<file path="config.mk">
export PLATFORM = sky130hd
export DESIGN_NAME = multicycle_control_fsm
export DESIGN_NICKNAME = d
export VERILOG_FILES = /design/src/rtl/riscv_ctrl_pkg.sv /design/src/rtl/alu_decoder.sv /design/src/rtl/multicycle_control_fsm.sv
export SDC_FILE = /design/constraint.sdc
export NUM_CORES = 1
export LEC_CHECK = 0
export ABC_AREA = 1
export CAP_MARGIN = 25
export CORE_MARGIN = 2
export CORE_UTILIZATION = 38
export CTS_CLUSTER_SIZE = 8
export DETAILED_ROUTE_END_ITERATION = 7
export GPL_TIMING_DRIVEN = 1
export HOLD_SLACK_MARGIN = 0.05
export PLACE_DENSITY = 0.88
export SYNTH_ARGS = -nofsm -noshare
export SYNTH_HDL_FRONTEND = slang
export SYNTH_SLANG_ARGS = --single-unit
</file>
<file path="constraint.sdc">
create_clock -name clk -period 1.95 [get_ports clk]
set_input_delay 0.4875 -clock clk [delete_from_list [all_inputs] [get_ports clk]]
set_output_delay 0.4875 -clock clk [all_outputs]
set_load 0.02 [all_outputs]
</file>
<file path="src/rtl/riscv_ctrl_pkg.sv">
// Shared control-unit types: FSM states, RV32I opcodes, ALU control and ALU-op codes.
package riscv_ctrl_pkg;

    typedef enum logic [3:0] {
        StFetch,
        StDecode,
        StMemAdr,
        StMemRead,
        StMemWb,
        StMemWrite,
        StExecR,
        StExecI,
        StAluWb,
        StJal,
        StBeq
    } state_e;

    localparam logic [6:0] OP_LW  = 7'b0000011;
    localparam logic [6:0] OP_SW  = 7'b0100011;
    localparam logic [6:0] OP_R   = 7'b0110011;
    localparam logic [6:0] OP_I   = 7'b0010011;
    localparam logic [6:0] OP_BEQ = 7'b1100011;
    localparam logic [6:0] OP_JAL = 7'b1101111;

    localparam logic [2:0] ALU_ADD = 3'b000;
    localparam logic [2:0] ALU_SUB = 3'b001;
    localparam logic [2:0] ALU_AND = 3'b010;
    localparam logic [2:0] ALU_OR  = 3'b110;
    localparam logic [2:0] ALU_SLT = 3'b101;

    // alu_op selects a forced add/sub or a funct3-driven decode.
    localparam logic [1:0] ALU_OP_ADD   = 2'b00;
    localparam logic [1:0] ALU_OP_SUB   = 2'b01;
    localparam logic [1:0] ALU_OP_FUNCT = 2'b10;

endpackage

</file>
<file path="src/rtl/alu_decoder.sv">
// Combinational ALU decoder: maps alu_op/funct3/funct7b5 to the ALU control code.
module alu_decoder
    import riscv_ctrl_pkg::*;
(
    input  logic [1:0] alu_op,
    input  logic [2:0] funct3,
    input  logic       funct7b5,
    input  logic       op_b5,
    output logic [2:0] ALUControl
);

    always_comb begin
        ALUControl = ALU_ADD;
        case (alu_op)
            ALU_OP_SUB: ALUControl = ALU_SUB;
            ALU_OP_FUNCT: begin
                case (funct3)
                    // op_b5 separates R-type from addi, which has no sub form.
                    3'b000:  ALUControl = (op_b5 && funct7b5) ? ALU_SUB : ALU_ADD;
                    3'b010:  ALUControl = ALU_SLT;
                    3'b110:  ALUControl = ALU_OR;
                    3'b111:  ALUControl = ALU_AND;
                    default: ALUControl = ALU_ADD;
                endcase
            end
            default: ALUControl = ALU_ADD;
        endcase
    end

endmodule

</file>
<file path="src/rtl/multicycle_control_fsm.sv">
// Multi-cycle RV32I main control: Moore sequencing FSM plus ALU decoder and beq resolution.
module multicycle_control_fsm
    import riscv_ctrl_pkg::*;
#(
    parameter bit TRACE = 1'b0
) (
    input  logic       clk,
    input  logic       reset_n,
    input  logic [6:0] op,
    input  logic [2:0] funct3,
    input  logic       funct7b5,
    input  logic       zero,
    output logic       pc_write,
    output logic       adr_src,
    output logic       mem_write,
    output logic       ir_write,
    output logic [1:0] result_src,
    output logic [1:0] alu_src_a,
    output logic [1:0] alu_src_b,
    output logic [1:0] imm_src,
    output logic       reg_write,
    output logic [2:0] ALUControl,
    output logic       illegal_op
);

    state_e     state_q, state_d;
    logic       op_legal;
    logic [1:0] alu_op;
    logic [2:0] alu_ctl;

    // Transition tracing is done by the bench; the parameter has no hardware effect.
    if (TRACE) begin : g_trace
    end

    assign op_legal = op inside {OP_LW, OP_SW, OP_R, OP_I, OP_BEQ, OP_JAL};

    always_ff @(posedge clk or negedge reset_n) begin
        if (!reset_n) begin
            state_q <= StFetch;
        end else begin
            state_q <= state_d;
        end
    end

    always_comb begin
        state_d = StFetch;
        case (state_q)
            StFetch: state_d = StDecode;
            StDecode: begin
                case (op)
                    OP_LW, OP_SW: state_d = StMemAdr;
                    OP_R:         state_d = StExecR;
                    OP_I:         state_d = StExecI;
                    OP_JAL:       state_d = StJal;
                    OP_BEQ:       state_d = StBeq;
                    default:      state_d = StFetch;
                endcase
            end
            StMemAdr:   state_d = (op == OP_SW) ? StMemWrite : StMemRead;
            StMemRead:  state_d = StMemWb;
            StMemWb:    state_d = StFetch;
            StMemWrite: state_d = StFetch;
            StExecR:    state_d = StAluWb;
            StExecI:    state_d = StAluWb;
            StAluWb:    state_d = StFetch;
            StJal:      state_d = StAluWb;
            StBeq:      state_d = StFetch;
            default:    state_d = StFetch;
        endcase
    end

    alu_decoder u_alu_decoder (
        .alu_op     (alu_op),
        .funct3     (funct3),
        .funct7b5   (funct7b5),
        .op_b5      (op[5]),
        .ALUControl (alu_ctl)
    );

    always_comb begin
        pc_write   = 1'b0;
        adr_src    = 1'b0;
        mem_write  = 1'b0;
        ir_write   = 1'b0;
        result_src = 2'b00;
        alu_src_a  = 2'b00;
        alu_src_b  = 2'b00;
        reg_write  = 1'b0;
        alu_op     = ALU_OP_ADD;
        illegal_op = 1'b0;
        case (state_q)
            StFetch: begin
                ir_write   = 1'b1;
                pc_write   = 1'b1;
                alu_src_b  = 2'b10;
                result_src = 2'b10;
            end
            StDecode: begin
                alu_src_a  = 2'b01;
                alu_src_b  = 2'b01;
                illegal_op = !op_legal;
            end
            StMemAdr: begin
                alu_src_a = 2'b10;
                alu_src_b = 2'b01;
            end
            StMemRead: adr_src = 1'b1;
            StMemWb: begin
                result_src = 2'b01;
                reg_write  = 1'b1;
            end
            StMemWrite: begin
                adr_src   = 1'b1;
                mem_write = 1'b1;
            end
            StExecR: begin
                alu_src_a = 2'b10;
                alu_op    = ALU_OP_FUNCT;
            end
            StExecI: begin
                alu_src_a = 2'b10;
                alu_src_b = 2'b01;
                alu_op    = ALU_OP_FUNCT;
            end
            StAluWb: reg_write = 1'b1;
            StJal: begin
                alu_src_a = 2'b01;
                alu_src_b = 2'b10;
                pc_write  = 1'b1;
            end
            StBeq: begin
                alu_src_a = 2'b10;
                alu_op    = ALU_OP_SUB;
                pc_write  = zero;
            end
            default: ;
        endcase
        ALUControl = alu_ctl;
        // Gate everything while reset is held so an aborted instruction stops writing at once.
        if (!reset_n) begin
            pc_write   = 1'b0;
            adr_src    = 1'b0;
            mem_write  = 1'b0;
            ir_write   = 1'b0;
            result_src = 2'b00;
            alu_src_a  = 2'b00;
            alu_src_b  = 2'b00;
            reg_write  = 1'b0;
            ALUControl = 3'b000;
            illegal_op = 1'b0;
        end
    end

    // Immediate format follows the instruction so decode builds the right branch/jump target.
    always_comb begin
        imm_src = 2'b00;
        if (reset_n) begin
            case (op)
                OP_SW:   imm_src = 2'b01;
                OP_BEQ:  imm_src = 2'b10;
                OP_JAL:  imm_src = 2'b11;
                default: imm_src = 2'b00;
            endcase
        end
    end

endmodule

</file>
==> results of run 1 <==
## final cells by class
cell class              count  area (sq um)  area share
clock buffers               4         26.28     0.02011
repair buffers             72         575.6      0.4406
flip-flops and latches      4         102.6     0.07854
well taps                  16         20.02     0.01533
inverters                  20         76.32     0.05843
multi-input cells          81         505.5      0.3870
## per-layer routing
metal / GRT usage / up-vias / routed length [um]
li1: - / 467 / -
met1: 0.2637 / 447 / 1106
met2: 0.5152 / 59 / 1389
met3: 0.09787 / 6 / 186
met4: 0.06875 / 0 / 60
met5: 0 / - / 0
## power by group through the flow
stage                     sequential [mW]  clock [mW]  combinational, mW
after floorplan                     0.120           0              0.235
after global placement              0.113           0              0.462
after detailed placement            0.113           0              0.474
after CTS                           0.112       0.126              0.443
after global routing                0.119       0.144              0.565
final                               0.119       0.128              0.534
## path summary, 6_finish.rpt
kind / endpoint / slack (ps) / cells past startpoint
worst max-delay path: ALUControl[2] / -200 / 7
worst min-delay path: state_q[2]$_DFF_PN0_ / 310 / 2
worst max register to register: state_q[2]$_DFF_PN0_ / 550 / 8
worst min register to register: state_q[1]$_DFF_PN0_ / 840 / 5
max in group asynchronous: state_q[3]$_DFF_PN0_ / 1510 / 2
min in group clk: state_q[2]$_DFF_PN0_ / 810 / 4
## critical path: cells and delay by family, from the launching register on
kind | cells | cell delay, ps
buffers and inverters | 2 | 210
and+or+nand+nor | 4 | 560
adders and majority gates | 1 | 190
DFF | 1 | 450
## synthesized netlist by cell type
cell and number:
nand3_2 1, nand3b_1 1, a21oi_1 6, ha_1 2, buf_4 1, o21ai_0 1
nor2_1 17, inv_2 4, nor3_2 1, inv_1 15, nor3_1 1, o211ai_1 1
o21bai_1 1, or2_1 1, nand3_1 3, nor2_2 1, nand2_1 39, dfrtp_1 4
clkinv_2 1, nor2_4 3, nand2_2 2
## cell families (layout without fill, tap and decap cells)
family	after synthesis	after routing	share of synthesized area
compound gates	9	9	0.08696
fa+ha+maj	2	2	0.04347
buf+inv	21	96	0.1456
flops	4	4	0.1739
simple gates	70	70	0.5500
## repair_timing
action	CTS	global route
gates cloned	0	0
pin swaps	10	12
setup buffers	7	5
resized for setup	87	37
setup endpoints to repair	17	15
==> flow_metrics.tcl, run 1 <==
set metrics [dict create \
    nFillCells 77 \
    fin_nets 198 \
    n_antenna_cell 0 \
    die_w_um 42.92 \
    clock-sinks 4 \
    holdWs_ps 305.9 \
    wire_per_inst_um 13.92 \
    path_clk_slew_ps 50 \
    antenna_found_initial 0 \
    min_path_type "input pin to async pin" \
    placed_cell_area_sq_um 1136 \
    h-tree-depth 1 \
    swShare 0.4778 \
    synth_area_leaders "nand2_1, dfrtp_1, nor2_1" \
    setup_tns_ps -723.5 \
    num_rows 14 \
    synth_warnings 0 \
    p_total_mw 0.7811 \
    pwr-share-seq 0.152 \
    firstDrtPassIters 4 \
    fin_util 0.8985 \
    synth_top_area_share 0.2543 \
    critPathMaxStageDelay_ps 450 \
    crit_path_start_kind "register" \
    cp_max_fo 3 \
    instances_no_fill 197 \
    grt_overflow_total 0 \
    via_per_inst 4.970 \
    rsz0062_at_grt "yes" \
    ys_types 21 \
    drive_above_1_share 0.5746 \
    crit_path_end_kind "output port" \
    slowest_stage "dfrtp_2" \
    yosysSeqAreaShare 0.1739 \
    cp_data_required_time_ps 1460 \
    ios 31 \
    grt_pass1_vias 923 \
    top_register "state_q" \
    die_area_sq_um 1842 \
    relSlewSlack 0.8678 \
    layout_common_cells "buf_4, nand2_1, inv_1, nor2_1, nand2_2" \
    r2r_start "state_q[2]$_DFF_PN0_" \
    synth_top_area_cell "nand2_1" \
    dp_hpwl_mm 1.539 \
    intPower_mw 0.4079 \
    wl_mm 2.742 \
    tightest_slew_ps 197.6 \
    worstSkewPairLatency_ps 250 \
    initial_utilization 0.3959 \
    ir_drop_uv 622.3 \
    cts_tree "built" \
    ant_nets 0 \
    cap_violations 0 \
    timing.final.crit_share 1.105 \
    clock-root-buffer "clkbuf_4" \
    top_regs "state_q (4)" \
    grt_first_pass_wirelength_mm 3.739 \
    syn-instance-count 106 \
    crit_chain "nor2_4 > nand2_2 > inv_2 > ha_4 > or2_4 > nor3_4 > buf_6" \
    status "finished with violations" \
    path_class "register to output port" \
    cp-startpoint "state_q[3]$_DFF_PN0_" \
    pre_cts_ws_ps -614.4 \
    cts-buffers-inserted 3 \
    max_freq_mhz 464.1 \
    largest_reg_flops 4 \
    layout_commonest_cell "buf_4" \
    place_inst 181 \
    globalRouteTotalUtil 0.2680 \
    power_frac_comb 0.684 \
    area_growth_syn_to_layout_pct 127.0 \
    coreArea_sq_um 1454 \
    p_leak_nw 0.7461 \
    place.port_buffers 30 \
    die_y_um 42.92 \
    gp_congestion 0.8640 \
    finClkSkew_ps 1.145 \
    drc 0 \
    final_hold_viol_count 0 \
    cts_buffer_depth 2 \
    syn_area_sq_um 575.6 \
    drtIter0Drc 48 \
    ys_ff_latch 4 \
    violations "setup timing" \
    period_minus_slack_ps 2155 \
    finalWorstSetupSlack_ps -204.7 \
    setup_viol 7 \
    stdcell_area_sq_um 1306 \
    power_switching_mw 0.3733 \
    arrival_ps 1670 \
    syn_nets 122 \
    cts_hold_buf 0 \
    syn-mean-instance-area_sq_um 5.430 \
    num_vias 979 \
    pwr-share-clk 0.164 \
    grt_max_degree 10 \
    power_density_nw_per_um2 598.0 \
    slew_violations 0 \
]
(Power assumes the default switching activity.)
==> run 2, diff against run 1 <==
- GPL_TIMING_DRIVEN: 1 -> default
==> results of run 2 <==
Same layout as run 1: the final DEF is identical, and so are final timing and power.
==> run 3, diff against run 2 <==
- CORE_MARGIN: 2 -> 4
==> run 3 against run 2 <==
  * The run now fails in global routing
  * Synthesized area unchanged
  * Synthesized cell count unchanged
==> flow_metrics.tcl, run 3 <==
set metrics [dict create \
    clock-sinks 4 \
    ios 31 \
    initial_utilization 0.4212 \
    clock-root-buffer "clkbuf_4" \
    synth_top_area_share 0.2543 \
    cts_buffer_depth 2 \
    async_flop_share 1.000 \
    gp_congestion 0.8947 \
    endpoint_type "output port" \
    synth_warnings 0 \
    syn_nets 122 \
    ys_types 21 \
    yosysSeqAreaShare 0.1739 \
    cts_hold_buf 0 \
    firstError "[ERROR DPL-0038] Utilization greater than 100%, impossible to legalize" \
    syn-mean-instance-area_sq_um 5.430 \
    synth_top_area_cell "nand2_1" \
    grt_max_degree 8 \
    syn_area_sq_um 575.6 \
    die_w_um 46.92 \
    synth_common_cells "nand2_1, nor2_1, inv_1" \
    synth-main-ff-cell "dfrtp_1" \
    place.port_buffers 30 \
    cts-buffers-inserted 3 \
    yosysMostFrequentCell "nand2_1" \
    die_y_um 46.92 \
    dp_hpwl_mm 1.967 \
    ys_ff_latch 4 \
    num_rows 13 \
    syn-instance-count 106 \
    synth_area_leaders "nand2_1, dfrtp_1, nor2_1" \
    grt-worst-endpoint "ALUControl[0]" \
    synth-edff-count 0 \
    lastStage "global routing" \
    status "aborted with a tool error" \
    h-tree-depth 1 \
]
[run 3: logic make-up after synthesis]
family	after synthesis	share of synthesized area
DFF	4	0.1739
buffers and inverters	21	0.1456
adders and majority gates	2	0.04347
and+or+nand+nor	70	0.5500
AOI/OAI and AO/OA	9	0.08696
[run 3: repair_timing]
item                       4_1_cts
gates resized for setup        110
pin swaps                        9
setup endpoints to repair       17
setup buffers                    7
[run 3: per-stage QoR]
step,std cells,hold WS (ps),cell area (sq um),setup slack (ps),util
2_1_floorplan,106,191.9,598.1,6.175,-
3_3_place_gp,179,655.2,1127,-614.3,0.8251
3_5_place_dp,179,689.1,1127,-738.1,0.8251
4_1_cts,189,698.0,1217,-218.1,0.8910
==> run 4, diff against run 3 <==
- CORE_AREA: default -> 4 4 65 67
- CORE_MARGIN: 4 -> default
- CORE_UTILIZATION: 38 -> default
- CTS_CLUSTER_SIZE: 8 -> default
- DIE_AREA: default -> 0 0 69 71
- HOLD_SLACK_MARGIN: 0.05 -> default
- PLACE_DENSITY: 0.88 -> default
- PLACE_DENSITY_LB_ADDON: default -> 0.15
==> run 4 against run 3 <==
  * The flow now finishes, with violations (setup timing)
==> flow_metrics.tcl, run 4 (synthesis gave the netlist of run 1 again) <==
set metrics [dict create \
    status "finished with violations" \
    violations "setup timing" \
    cp_top_family "simple AND/OR/NAND/NOR gates" \
    grt_overflow_total 0 \
    p_leak_nw 0.7440 \
    cts_hold_buf 0 \
    wl_mm 2.148 \
    slew_violations 0 \
    top_regs "state_q (4)" \
    globalRouteTotalUtil 0.08638 \
    clock-root-buffer "clkbuf_8" \
    grt_max_degree 8 \
    setup_viol 2 \
    fin_nets 195 \
    place.port_buffers 30 \
    rsz0062_at_grt "yes" \
    cp_data_required_time_ps 1460 \
    n_antenna_cell 0 \
    finClkSkew_ps 6.558 \
    die_y_um 71 \
    max_freq_mhz 472.5 \
    nFillCells 424 \
    wire_per_inst_um 9.504 \
    coreArea_sq_um 3633 \
    power_density_nw_per_um2 613.5 \
    antenna_found_initial 0 \
    path_class "register to output port" \
    worstSkewPairLatency_ps 220 \
    relSlewSlack 0.8875 \
    drc 0 \
    r2r_start "state_q[2]$_DFF_PN0_" \
    layout_common_cells "buf_4, nand2_1, inv_1, nand2_2, buf_6" \
    largest_reg_flops 4 \
    timing.final.crit_share 1.085 \
    drive_above_1_share 0.5618 \
    grt_first_pass_wirelength_mm 3.539 \
    finalWorstSetupSlack_ps -166.2 \
    cts_tree "built" \
    layout_commonest_cell "buf_4" \
    ant_nets 0 \
    cp.buffers_inverters 2 \
    num_vias 867 \
    tightest_slew_ps 167.9 \
    r2r_cells 8 \
    initial_utilization 0.1584 \
    crit_end "ALUControl[2]" \
    timing.reg2reg.setup_slack_ps 530 \
    ir_drop_uv 178.0 \
    via_per_inst 3.836 \
    clock-sinks 4 \
    slowest_stage "dfrtp_1" \
    crit_path_start_kind "register" \
    min_path_type "input pin to async pin" \
    pre_cts_ws_ps -633.2 \
    drtIter0Drc 24 \
    p_total_mw 0.8360 \
    cap_violations 0 \
    critPathMaxStageDelay_ps 360 \
    cp-startpoint "state_q[1]$_DFF_PN0_" \
    holdWs_ps 462.1 \
    h-tree-depth 1 \
    crit_chain "inv_1 > nor2_2 > nand2_2 > ha_4 > or2_4 > nor3_4 > buf_6" \
    gp_congestion 0.8332 \
    place_inst 214 \
    top_register "state_q" \
    cp.depth 7 \
    die_w_um 69 \
    ios 31 \
    cts_buffer_depth 2 \
    final_hold_viol_count 0 \
    area_growth_syn_to_layout_pct 136.7 \
    crit_path_end_kind "output port" \
    period_minus_slack_ps 2116 \
    timing.rr.end "state_q[2]$_DFF_PN0_" \
    arrival_ps 1630 \
    instances_no_fill 226 \
    path_clk_slew_ps 30 \
    cts-buffers-inserted 3 \
    die_area_sq_um 4899 \
    dp_hpwl_mm 1.757 \
    firstDrtPassIters 2 \
    cp_max_fo 2 \
    num_rows 22 \
    grt_pass1_vias 885 \
]
[run 4: layout make-up]
cell class	instances	area (sq um)	share of cell area
clock buffer	4	45.04	0.03306
inverter	20	76.32	0.05601
multi-input combinational	81	488.0	0.3581
sequential	4	102.6	0.07530
tap	48	60.06	0.04408
timing repair buffer	69	590.6	0.4334
[run 4: power by group]
group / switching, mW / internal (mW) / total (mW)
clock network: 0.0420 / 0.139 / 0.182
logic: 0.283 / 0.259 / 0.541
registers: 0.0138 / 0.0996 / 0.113
[run 4: worst min-delay path by stage]
stage                                 to  slack, ps  cells past startpoint
global route        state_q[3]$_DFF_PN0_        480                      4
floorplan           state_q[0]$_DFF_PN0_        190                      0
CTS                 state_q[0]$_DFF_PN0_        700                      4
finish              state_q[3]$_DFF_PN0_        460                      4
detailed placement  state_q[0]$_DFF_PN0_        690                      4
global placement    state_q[0]$_DFF_PN0_        670                      4
[run 4: per-stage QoR]
stage	instance area [sq um]	util	setup TNS [ps]
2_1_floorplan	598.1	-	0
3_3_place_gp	1184	0.3258	-9057
3_5_place_dp	1184	0.3258	-9110
4_1_cts	1239	0.3409	-1114
5_1_grt	1363	0.3750	-529.5
6_report	1363	0.3750	-316.0
[run 4: routing by layer]
layer	global-route usage	vias up	share of wire
met4	0.01302	0	0
li1	-	461	-
met5	0	-	0
met1	0.09882	385	0.43
met2	0.1589	21	0.52
met3	0.02841	0	0.054
[run 4: repair_timing]
item                                    in CTS  in global routing
endpoints found under the hold margin        0                  0
resized for setup                           95                 35
buffers inserted                             5                  3
endpoints found under the setup margin      17                 17
pin swaps                                    9                  9
[run 4: worst register-to-register path, cell delays in order, from the launching register on]
cell	delay (ps)
dfrtp_2	430
buf_4	150
nor2_4	110
inv_2	60
buf_4	130
buf_4	120
nor2_1	130
nand3_1	90
nand3_1	110
